==> config.mk <==
export PLATFORM = sky130hd
export DESIGN_NAME = fetch_unit_flat
export DESIGN_NICKNAME = d
export VERILOG_FILES = /design/src/rtl/fetch_unit_if.sv /design/src/rtl/fetch_unit.sv /design/src/flat_wrapper.sv
export SDC_FILE = /design/constraint.sdc
export NUM_CORES = 1
export LEC_CHECK = 0
export CORE_UTILIZATION = 41
export DETAILED_ROUTE_END_ITERATION = 6
export GPL_TIMING_DRIVEN = 0
export PLACE_DENSITY_LB_ADDON = 0.12
export SYNTH_ARGS = -nofsm -noshare
export SYNTH_HDL_FRONTEND = slang
export SYNTH_SLANG_ARGS = --single-unit
==> constraint.sdc <==
create_clock -name clk -period 2.7 [get_ports clk]
set_input_delay 0.54 -clock clk [delete_from_list [all_inputs] [get_ports clk]]
set_output_delay 0.54 -clock clk [all_outputs]
set_load 0.02 [all_outputs]
==> src/rtl/fetch_unit_if.sv <==
// Bundle of the fetch front end's external channels: execute redirect,
// instruction-memory request/response, and the decode-side output register.
interface fetch_unit_if;
  logic        br_en;
  logic [31:0] br_target;
  logic        imem_req_valid;
  logic        imem_req_ready;
  logic [31:0] imem_req_addr;
  logic        imem_rsp_valid;
  logic [31:0] imem_rsp_data;
  logic        if_valid;
  logic        if_ready;
  logic [31:0] if_pc;
  logic [31:0] if_instr;

  modport master (
    input  br_en,
    input  br_target,
    output imem_req_valid,
    input  imem_req_ready,
    output imem_req_addr,
    input  imem_rsp_valid,
    input  imem_rsp_data,
    output if_valid,
    input  if_ready,
    output if_pc,
    output if_instr
  );

  modport slave (
    output br_en,
    output br_target,
    input  imem_req_valid,
    output imem_req_ready,
    input  imem_req_addr,
    output imem_rsp_valid,
    output imem_rsp_data,
    input  if_valid,
    output if_ready,
    input  if_pc,
    input  if_instr
  );
endinterface

==> src/rtl/fetch_unit.sv <==
// PC generator and single-outstanding instruction fetch with a one-deep
// output register to decode; redirects squash any in-flight fetch.
module fetch_unit #(
  parameter logic [31:0] RESET_PC  = 32'h0000_0000,
  parameter logic [31:0] NOP_INSTR = 32'h0000_0013
) (
  input logic          clk,
  input logic          rst,
  fetch_unit_if.master bus
);

  localparam logic [1:0] ST_REQ  = 2'd0;
  localparam logic [1:0] ST_WAIT = 2'd1;
  localparam logic [1:0] ST_HOLD = 2'd2;

  logic [1:0]  state_reg, state_next;
  logic [31:0] pc_reg, pc_next;
  logic [31:0] req_pc_reg, req_pc_next;
  logic        discard_reg, discard_next;
  logic        out_valid_reg, out_valid_next;
  logic [31:0] out_pc_reg, out_pc_next;
  logic [31:0] out_instr_reg, out_instr_next;

  logic [31:0] target;
  logic        req_fire;

  assign target   = bus.br_target & 32'hFFFF_FFFC;
  assign req_fire = bus.imem_req_valid && bus.imem_req_ready;

  assign bus.imem_req_valid = (state_reg == ST_REQ) && !rst;
  assign bus.imem_req_addr  = pc_reg;
  assign bus.if_valid       = out_valid_reg;
  assign bus.if_pc          = out_pc_reg;
  assign bus.if_instr       = out_instr_reg;

  always_comb begin
    state_next     = state_reg;
    pc_next        = pc_reg;
    req_pc_next    = req_pc_reg;
    discard_next   = discard_reg;
    out_valid_next = out_valid_reg;
    out_pc_next    = out_pc_reg;
    out_instr_next = out_instr_reg;

    case (state_reg)
      ST_REQ: begin
        if (req_fire) begin
          req_pc_next = pc_reg;
          pc_next     = pc_reg + 32'd4;
          state_next  = ST_WAIT;
        end
      end
      ST_WAIT: begin
        if (bus.imem_rsp_valid) begin
          if (discard_reg) begin
            discard_next = 1'b0;
            state_next   = ST_REQ;
          end else begin
            out_valid_next = 1'b1;
            out_pc_next    = req_pc_reg;
            out_instr_next = bus.imem_rsp_data;
            state_next     = ST_HOLD;
          end
        end
      end
      ST_HOLD: begin
        if (bus.if_ready) begin
          out_valid_next = 1'b0;
          out_instr_next = NOP_INSTR;
          state_next     = ST_REQ;
        end
      end
      default: begin
        state_next = ST_REQ;
      end
    endcase

    // A redirect overrides the normal progression; only the bookkeeping for
    // a request already committed to imem survives, via the discard flag.
    if (bus.br_en) begin
      pc_next        = target;
      out_valid_next = 1'b0;
      out_instr_next = NOP_INSTR;
      case (state_reg)
        ST_REQ: begin
          if (req_fire) begin
            discard_next = 1'b1;
            state_next   = ST_WAIT;
          end else begin
            state_next = ST_REQ;
          end
        end
        ST_WAIT: begin
          if (bus.imem_rsp_valid) begin
            discard_next = 1'b0;
            state_next   = ST_REQ;
          end else begin
            discard_next = 1'b1;
            state_next   = ST_WAIT;
          end
        end
        default: begin
          state_next = ST_REQ;
        end
      endcase
    end
  end

  always_ff @(posedge clk) begin
    if (rst) begin
      state_reg     <= ST_REQ;
      pc_reg        <= RESET_PC;
      req_pc_reg    <= 32'd0;
      discard_reg   <= 1'b0;
      out_valid_reg <= 1'b0;
      out_pc_reg    <= 32'd0;
      out_instr_reg <= NOP_INSTR;
    end else begin
      state_reg     <= state_next;
      pc_reg        <= pc_next;
      req_pc_reg    <= req_pc_next;
      discard_reg   <= discard_next;
      out_valid_reg <= out_valid_next;
      out_pc_reg    <= out_pc_next;
      out_instr_reg <= out_instr_next;
    end
  end

endmodule
==> src/flat_wrapper.sv <==
// flat-port wrapper written by rule: the top's interface ports become plain ports
module fetch_unit_flat 
#(
  parameter logic [31:0] RESET_PC  = 32'h0000_0000,
  parameter logic [31:0] NOP_INSTR = 32'h0000_0013
)
  (clk, rst, bus_br_en, bus_br_target, bus_imem_req_valid, bus_imem_req_ready, bus_imem_req_addr, bus_imem_rsp_valid, bus_imem_rsp_data, bus_if_valid, bus_if_ready, bus_if_pc, bus_if_instr);
  fetch_unit_if bus_i ();
  input logic clk;
  input logic rst;
  input wire logic [$bits(bus_i.br_en)-1:0] bus_br_en;
  input wire logic [$bits(bus_i.br_target)-1:0] bus_br_target;
  output wire logic [$bits(bus_i.imem_req_valid)-1:0] bus_imem_req_valid;
  input wire logic [$bits(bus_i.imem_req_ready)-1:0] bus_imem_req_ready;
  output wire logic [$bits(bus_i.imem_req_addr)-1:0] bus_imem_req_addr;
  input wire logic [$bits(bus_i.imem_rsp_valid)-1:0] bus_imem_rsp_valid;
  input wire logic [$bits(bus_i.imem_rsp_data)-1:0] bus_imem_rsp_data;
  output wire logic [$bits(bus_i.if_valid)-1:0] bus_if_valid;
  input wire logic [$bits(bus_i.if_ready)-1:0] bus_if_ready;
  output wire logic [$bits(bus_i.if_pc)-1:0] bus_if_pc;
  output wire logic [$bits(bus_i.if_instr)-1:0] bus_if_instr;
  assign bus_i.br_en = bus_br_en;
  assign bus_i.br_target = bus_br_target;
  assign bus_imem_req_valid = bus_i.imem_req_valid;
  assign bus_i.imem_req_ready = bus_imem_req_ready;
  assign bus_imem_req_addr = bus_i.imem_req_addr;
  assign bus_i.imem_rsp_valid = bus_imem_rsp_valid;
  assign bus_i.imem_rsp_data = bus_imem_rsp_data;
  assign bus_if_valid = bus_i.if_valid;
  assign bus_i.if_ready = bus_if_ready;
  assign bus_if_pc = bus_i.if_pc;
  assign bus_if_instr = bus_i.if_instr;
  fetch_unit #(.RESET_PC(RESET_PC), .NOP_INSTR(NOP_INSTR)) u_core (.clk(clk), .rst(rst), .bus(bus_i));
endmodule
==> results.txt, run 1 <==
Total chip power: 4.730 mW
Detailed-route DRC error count: 0
Cts hold-fix bufs: 0
Crit-path cells: clkdlybuf4s50_1 > or4b_4 > buf_6 > or4_4 > buf_6 > or4_1 > a311oi_2
Final Util: 0.6248
Reg-to-Reg Start: u_core.state_reg[1]
FILL cells: 1,059
Maxcap violations: 0
IO Pins: 168
YS warnings: 0
CTS tree: built
Post-CTS setup buffer count: 0
Maximum VDD drop: 0.4649 mV
Final Setup Violations: 0
Max Fclk: 379.7 MHz
Port bufs: 160
Area growth syn-to-layout: 47.51%
Initial antenna violation count: 0
Die span in x: 113.6 µm
Largest net degree at the start of global routing: 17
Commonest cells post-synth: nand2_1, dfxtp_1, a21oi_1
Avg Inst Size Synth: 8.529 µm²
Pwr dens: 627.6 nW/µm²
WL per Instance: 15.60 µm
EDFF count, synth: 0
Worst setup path class: input port to flop
Syn Inst Count: 599
Row count: 40
Static leakage: 2.755 nW
Post-DP HPWL: 10,990 µm
Top post-synthesis cells by area: dfxtp_1, nand2_1, a21oi_1, nand3b_1, a22o_1
Final worst setup slack: 66.31 ps
Die Area: 12,910 µm²
Vias: 5,049
Register area share after synthesis: 0.4938
TritonRoute pass-1 iters: 5
Vias per inst: 5.259
Most common cell in the netlist: nand2_1
Fin. max-slew vios: 0
Cell accounting for the most synthesized area: dfxtp_1
Hold_sp: u_core.bus.if_instr[1]
Fin Clk Skew: 7.247 ps
Final Wtd Congestion: 0.8807
Flop and latch count out of synthesis: 126
Initial Util: 0.4235
Slew of the pin with the lowest slew margin: 651.8 ps
Crit path largest cell delay: 500 ps
Status: finished clean
Routed wire length: 14,970 µm
Top-area cell type share of the netlist area: 0.4938
CP Capture Type: flop
CP required: 3030 ps
Crit path from: bus_imem_req_ready
Hold Vio Cnt, Final: 0
CTS Buf Count: 17
GR Overflow Total: 0
Layout cell share with drive strength beyond 1: 0.05808
GRT Util Overall: 0.2395
Fin nets: 851
CP max FO: 10
CTS Root Cell: clkbuf_16
Placed cells: 930
Non-filler cells in the finished layout: 960
Die extent in y: 113.6 µm
Startpoint class of the critical path: input port
Post-route ant nets: 0
Critical path data arrival time: 2960 ps
Clock-pin slew on the worst setup and hold paths: 50 ps
DP Worst Slack: -539.7 ps
DRT iter0 DRCs: 398
Clk sinks: 126
Post-route minimum period: 2634 ps
CP max-delay cell: clkdlybuf4s50_1
Fin Setup TNS: 0 ps
Rel. slew slack: 0.5655
Most frequently used flop master after synthesis: dfxtp_1
Tcrit/Tclk final: 0.9754
Fraction of registers with async set/reset: 0
Ant. Diodes: 0
Vias in the first global route: 4,901
Worst-skew pair later-pin latency: 410 ps
Max Root-Sink Buffers: 2
Core box area: 12,060 µm²
First-pass GRT wire length: 24,120 µm
Max reg flops: 32
Worst hold path type: flop to flop
H-Tree Level Count: 4
Post-Synthesis Cell Area: 5109 µm²
Critical Path Most Common Cell: buf_6
Post-synthesis cell type count: 43
==> through the flow <==
stage / instance area (µm²) / hold WS, ps
finish: 7536 / 445.6
global route: 7536 / 471.2
CTS: 7520 / 446.4
detailed placement: 6933 / 439.7
global placement: 6933 / 434.8
floorplan: 5121 / 432.0
==> critical path, delay by kind of cell <==
kind,cells,cell delay [ps]
AO/OA/AOI/OAI,1,240
buffers and inverters,3,830
AND/OR/NAND/NOR,3,1350
==> worst paths after layout <==
path | end | slack, ps | cells past startpoint
worst max-delay path | u_core.bus.imem_req_addr[29] | 70 | 7
worst min-delay path | u_core.bus.if_instr[1] | 450 | 2
worst max register to register | u_core.bus.imem_req_addr[29] | 200 | 7
worst min register to register | u_core.bus.if_instr[1] | 450 | 2
==> power breakdown <==
group | total (mW) | internal, mW | switching [mW]
combinational | 0.495 | 0.245 | 0.250
sequential | 2.02 | 1.93 | 0.0847
clock | 2.22 | 1.45 | 0.773
==> repair_timing <==
item | 4_1_cts | 5_1_grt
setup endpoints to repair | 27 | 25
resized for setup | 3 | 5
pin swaps | 2 | 1
==> per-layer routing <==
layer  GRT usage  wire length [µm]  up-vias
met5           0                 0        -
met4      0.1237               243        0
met3     0.04995              1126       22
met2      0.3724              6797      233
met1      0.3143              6805     2323
li1            -                 -     2471
==> cells by family (layout without fill, tap and decap cells) <==
| logic type | count (synthesis) | count (layout) | share of synthesized area |
|---|---|---|---|
| XOR/XNOR | 10 | 10 | 0.01715 |
| adder cells (fa/ha/maj) | 1 | 1 | 0.002449 |
| flip-flops | 126 | 126 | 0.4938 |
| AO/OA/AOI/OAI | 126 | 126 | 0.1675 |
| AND/OR/NAND/NOR | 271 | 271 | 0.2640 |
| buffers and inverters | 64 | 254 | 0.05437 |
| other | 1 | 4 | 0.0007340 |
==> cell usage in the layout (no fill, tap or decap), types with 3 or more instances in the layout <==
cell type / count
clkbuf_1: 39
xor2_1: 7
a22o_1: 23
and3_1: 7
inv_1: 12
o21ai_0: 12
a311oi_1: 12
or4_1: 10
buf_4: 4
clkbuf_8: 4
conb_1: 4
nand3b_1: 30
a21oi_1: 45
clkdlybuf4s50_1: 160
or3_1: 4
nand2_1: 133
and4_1: 6
nand3_1: 15
clkbuf_16: 17
xnor2_1: 3
o31ai_1: 11
buf_6: 3
buf_1: 5
nor3b_1: 3
clkinv_2: 3
a211oi_1: 10
nand4_1: 13
nor3_1: 6
dfxtp_1: 126
clkbuf_2: 4
nor2_1: 31
a221oi_1: 4
==> area by class of cell <==
cell class              count  area [µm²]  area share
inverters                  12       45.04    0.005977
multi-input cells         412        2345      0.3111
repair buffers            160        1602      0.2125
flip-flops and latches    126        2522      0.3347
clock buffers              25       495.5     0.06575
clock inverters             6       82.58     0.01096
well taps                 168       210.2     0.02789
plain buffers              51       234.0     0.03105
Power figures use the tool's default switching activity.
==> inputs of run 2 (changes only) <==
CTS_CLUSTER_DIAMETER = 60   (was not set)
GPL_ROUTABILITY_DRIVEN = 1   (was not set)
==> results of run 2 <==
The final DEF is identical to that of run 1; final timing and power are the same.
